## src/rtl/servo_ramp_controller.sv

```systemverilog
// Command stage for Servo_Driver: accepts targets over valid/ready and slews the
// commanded rotation toward the target by at most STEP_SIZE per servo frame.
module servo_ramp_controller #(
  parameter int unsigned TICK_CYCLES   = 1000000,
  parameter int unsigned STEP_SIZE     = 4,
  parameter int unsigned STROBE_CYCLES = 4,
  parameter logic [7:0]  INIT_POS      = 8'd128
) (
  input  logic       clk,
  input  logic       reset,
  input  logic       cmd_valid,
  output logic       cmd_ready,
  input  logic [7:0] cmd_target,
  output logic [7:0] rotation,
  output logic       set_rotation,
  output logic       at_target
);

  localparam int unsigned TW = (TICK_CYCLES > 1) ? $clog2(TICK_CYCLES) : 1;
  localparam logic [TW-1:0] TICK_LAST   = TW'(TICK_CYCLES - 1);
  localparam logic [7:0]    STEP        = 8'(STEP_SIZE);
  localparam logic [7:0]    STROBE_LAST = 8'(STROBE_CYCLES - 1);

  typedef enum logic [1:0] {
    INIT,
    IDLE,
    STEP_ST,
    STROBE
  } state_t;

  state_t            state;
  logic [TW-1:0]     tick_cnt;
  logic              tick;
  logic [7:0]        target;
  logic [7:0]        strobe_cnt;
  logic              xfer;
  logic signed [8:0] diff;
  logic [7:0]        abs_diff;
  logic [7:0]        step_pos;

  assign tick = (tick_cnt == TICK_LAST);
  assign xfer = cmd_valid && cmd_ready;

  // Frame timer runs regardless of FSM state so update spacing stays fixed.
  // NOTE: sequential state uses non-blocking (<=) so every register samples
  // pre-edge values; blocking here would create order-dependent simulation.
  always_ff @(posedge clk or posedge reset) begin
    if (reset) begin
      tick_cnt <= '0;
    end else if (tick) begin
      tick_cnt <= '0;
    end else begin
      tick_cnt <= tick_cnt + TW'(1);
    end
  end

  // Next position for one slew step; a 9-bit signed difference cannot wrap,
  // so stepping past 0 or 255 is impossible by construction.
  // NOTE: every always_comb output gets a value on every path to avoid latches.
  always_comb begin
    diff     = $signed({1'b0, target}) - $signed({1'b0, rotation});
    abs_diff = diff[8] ? 8'(-diff) : diff[7:0];
    step_pos = rotation;
    if (abs_diff <= STEP) begin
      step_pos = target;
    end else if (diff[8]) begin
      step_pos = rotation - STEP;
    end else begin
      step_pos = rotation + STEP;
    end
  end

  // NOTE: asynchronous reset clears every output at once, so set_rotation drops
  // without waiting for a clock edge.
  always_ff @(posedge clk or posedge reset) begin
    if (reset) begin
      state        <= INIT;
      rotation     <= INIT_POS;
      target       <= INIT_POS;
      set_rotation <= 1'b0;
      cmd_ready    <= 1'b0;
      at_target    <= 1'b0;
      strobe_cnt   <= '0;
    end else begin
      if (xfer) begin
        target <= cmd_target;
      end

      unique case (state)
        // Driver register has no reset; rotation is already stable, so the
        // strobe can rise immediately.
        INIT: begin
          state        <= STROBE;
          set_rotation <= 1'b1;
          strobe_cnt   <= '0;
        end

        IDLE: begin
          if (tick && (rotation != target)) begin
            state     <= STEP_ST;
            at_target <= 1'b0;
          end else begin
            at_target <= (rotation == (xfer ? cmd_target : target));
          end
        end

        STEP_ST: begin
          rotation   <= step_pos;
          state      <= STROBE;
          cmd_ready  <= 1'b0;
          strobe_cnt <= '0;
        end

        // After a step, the first STROBE cycle keeps set_rotation low so the
        // new rotation is settled a full cycle before the rising edge.
        STROBE: begin
          if (!set_rotation) begin
            set_rotation <= 1'b1;
          end else if (strobe_cnt == STROBE_LAST) begin
            set_rotation <= 1'b0;
            state        <= IDLE;
            cmd_ready    <= 1'b1;
            at_target    <= (rotation == target);
          end else begin
            strobe_cnt <= strobe_cnt + 8'd1;
          end
        end

        default: begin
          state <= INIT;
        end
      endcase
    end
  end

endmodule
```

## config.mk

```make
export PLATFORM = sky130hd
export DESIGN_NAME = servo_ramp_controller
export DESIGN_NICKNAME = d
export VERILOG_FILES = /design/src/rtl/servo_ramp_controller.sv
export SDC_FILE = /design/constraint.sdc
export NUM_CORES = 1
export LEC_CHECK = 0
export BUFFER_PORTS_ARGS = -buffer_cell sky130_fd_sc_hd__buf_2
export CELL_PAD_IN_SITES_DETAIL_PLACEMENT = 0
export CELL_PAD_IN_SITES_GLOBAL_PLACEMENT = 1
export CORE_MARGIN = 4
export CORE_UTILIZATION = 25
export DETAILED_ROUTE_END_ITERATION = 16
export PLACE_DENSITY = 0.52
export SKIP_LAST_GASP = 1
export SLEW_MARGIN = 0
export SYNTH_ARGS = -nofsm -noshare
export SYNTH_HDL_FRONTEND = slang
export SYNTH_SLANG_ARGS = --single-unit
```

## constraint.sdc

```tcl
create_clock -name clk -period 3.2 [get_ports clk]
set_input_delay 0.16 -clock clk [delete_from_list [all_inputs] [get_ports clk]]
set_output_delay 0.16 -clock clk [all_outputs]
set_load 0.05 [all_outputs]
```

==> run summary <==
Vias per cell - 4.60
EDFF count, synth - 0
Worst rel slew slack - 60.7%
Worst-Margin Slew - 0.588 ns
Ports - 22
Routed Antenna Nets - 0
Min-Delay Path Depth - 2
1st-iter DRT viols - 123
Most frequent cells in the layout - 40 x dfrtp_1, 29 x nor2_1, 24 x nand2_1
Standard-cell row count - 41
Ys flop type - dfrtp_1
Sink Count - 49
Yosys reg bits - 49
Syn_area_per_cell - 10.3 um^2
Net count, final - 402
Clk slew on worst S/H paths - 0.07 ns
Hold WC Path Type - in -> reg
Worst EP required - 3.37 ns
Final cell count without fillers - 541
Leading post-synthesis cells by cell area - dfrtp_1 35%, ha_1 7.9%, xnor2_1 5.5%
Setup tns final - 0 ns
Worst flop-to-flop path endpoint - rotation[0]
Antenna cells - 0
CTS Buf Count - 5
Routed wire length - 7850 um
Most common cell after layout, fill and taps aside - dfrtp_1
Sequential area share after synthesis - 36.9%
Die Width - 123 um
Clk Latency, worst-skew pair - 0.29 ns
Core Region - 12800 um^2
Crit path max fanout - 5
Vias in the first global route - 2615
Fraction of registers with async set/reset - 100%
Sequential cell area - 1240 um^2
Slowest cell on crit path - a2111oi_4
TritonRoute pass-1 iters - 4
Reg2Reg Setup Slack - 0.07 ns
Root buf cell - clkbuf_16
Critical path's largest stage delay - 0.43 ns
Port Buffers - 21
Hold path startpoint - cmd_target[6]
Placed instance count - 527
Fill cell count - 1353
Reg2reg start - target[0]
CTS tree - done
Multi-input logic area - 2010 um^2
Final worst path period share - 98.0%
Initial antenna violation count - 1
Htree depth - 2
Gate Count Post-Synth - 324
Synth cell types - 69
Max_cap viols - 0
Worst EP arrival - 3.30 ns
Starting Density - 26.0%
Final Max Tran Viols - 0
GPL Wtd Cong - 0.770
Routed vias - 2487
Final HPWL DP - 5950 um
Max rail drop VDD - 208 uV
Yosys top cell by area - dfrtp_1
Ys Warns - 0
First-pass GRT wire length - 13300 um
WL per Instance - 14.5 um
Clock buffer depth - 2
Die Ht - 123 um
Syn Nets - 358
Setup violations, final - 0
Grt ovf - 0
Area share of the largest cell type after synthesis - 35.3%
Run status - finished clean
Crit-path cells - inv_2 > ha_4 > inv_1 > fa_2 > buf_4 > xnor2_1 > and3_4 > or3_4 > a2111oi_4 > o2bb2a_4 > nand4_2 > mux2_1
CP startpoint - target[0]
FF-to-FF path depth - 12
Fin. Hold Viols - 0
Total GRT Usage - 10.9%
PwrDens - 391 nW/um^2
Clock skew - 0.00320 ns
Worst Setup Start Kind - flip-flop
Area Overhead vs Synth - 19.5%
RSZ-0062 raised after global routing - true
Min Clock Period, post-route - 3.13 ns
CP Capture Type - flip-flop
Share of layout cells above drive strength 1 - 27.4%
Fmax - 0.319 GHz
CP Class - reg -> reg
Leak Pwr - 1.73 nW
Crit path to - rotation[0]
Post-Syn Area - 3330 um^2
Die Area - 15200 um^2
Largest net degree at the start of global routing - 29
DRC viols - 0
## metal layers
layer	part of all wire [%]	global-route usage [%]	vias up
met1	49	14.9	1214
met2	47	17.7	23
met3	2.6	2.15	6
li1	-	-	1242
met5	0.17	0	-
met4	0.89	2.56	2
## how the worst min path moves through the flow
stage,to,slack [ns]
5_1_grt,target[6],0.13
2_1_floorplan,target[0],0.34
3_5_place_dp,tick_cnt[4],0.27
6_report,target[6],0.14
4_1_cts,target[6],0.13
3_3_place_gp,tick_cnt[4],0.27
## area by class of cell
type	instances	share of cell area (%)
multi-input combinational	246	50.5
sequential	49	31.1
timing repair buffer	43	7.17
tap	172	5.41
clock buffer	5	3.15
inverter	23	2.23
clock inverter	3	0.441
## repair_timing
item	in CTS	in global routing
setup endpoints to repair	0	4
setup buffers	0	4
hold buffers	1	0
hold endpoints to repair	27	0
gates resized for setup	0	4
## critical path: cells and delay by family, from the launching register on
family | cells | cell delay [ns]
AOI/OAI and AO/OA | 2 | 0.65
xor gates and xnor gates | 1 | 0.17
adders and majority gates | 2 | 0.49
buffers and inverters | 3 | 0.27
DFF | 1 | 0.39
muxes | 1 | 0.34
and+or+nand+nor | 3 | 0.71
## flip-flops by register name (all words and copies together), names as in the netlist
name	cells
strobe_cnt	8
state	2
set_rotation	1
tick_cnt	20
at_target	1
rotation	8
target	8
cmd_ready	1
## report_power, final
part | internal [mW] | leakage [nW] | total, mW | switching (mW)
logic | 0.178 | 1.05 | 0.396 | 0.218
clock network | 0.287 | 0.0696 | 0.519 | 0.232
registers | 0.630 | 0.615 | 0.640 | 0.0100
total | 1.10 | 1.73 | 1.56 | 0.460
## kinds of logic (layout without fill, tap and decap cells)
group / count (synthesis) / count (layout) / share of synthesized area (%)
AOI/OAI and AO/OA: 56 / 57 / 15.2
muxes: 13 / 13 / 4.32
adders and majority gates: 23 / 23 / 9.10
and+or+nand+nor: 112 / 112 / 18.1
buffers and inverters: 30 / 74 / 4.36
xor gates and xnor gates: 41 / 41 / 12.0
DFF: 49 / 49 / 36.9
## cell usage after synthesis (all sizes together) (2+ instances only)
master  count
dfrtp      47
nor2       29
nand2      24
inv        23
ha         21
xnor2      21
xor2       18
nand3      16
a21oi      12
mux2       11
nand4       9
o21ai       8
and3        7
a41oi       5
buf         5
nor4        5
nor4b       4
a22oi       3
a31o        3
nor3        3
or3         3
a211o       2
a21o        2
a31oi       2
and3b       2
clkbuf      2
dfstp       2
fa          2
mux2i       2
nor2b       2
nor3b       2
o211ai      2
o21a        2
o21bai      2
## per-stage QoR
step	cell area, um^2	hold WS [ns]	total power, mW	setup WS (ns)	util [%]
final	3980	0.135	1.56	0.0654	31.0
after global routing	3980	0.134	1.65	-0.145	31.0
after CTS	3910	0.126	1.55	0.0318	30.5
after detailed placement	3760	0.268	1.01	0.0484	29.3
after global placement	3760	0.268	1.02	0.0923	29.3
after floorplan	3370	0.338	0.923	-0.0331	-
Note: power is estimated with default switching activity, not from simulation.
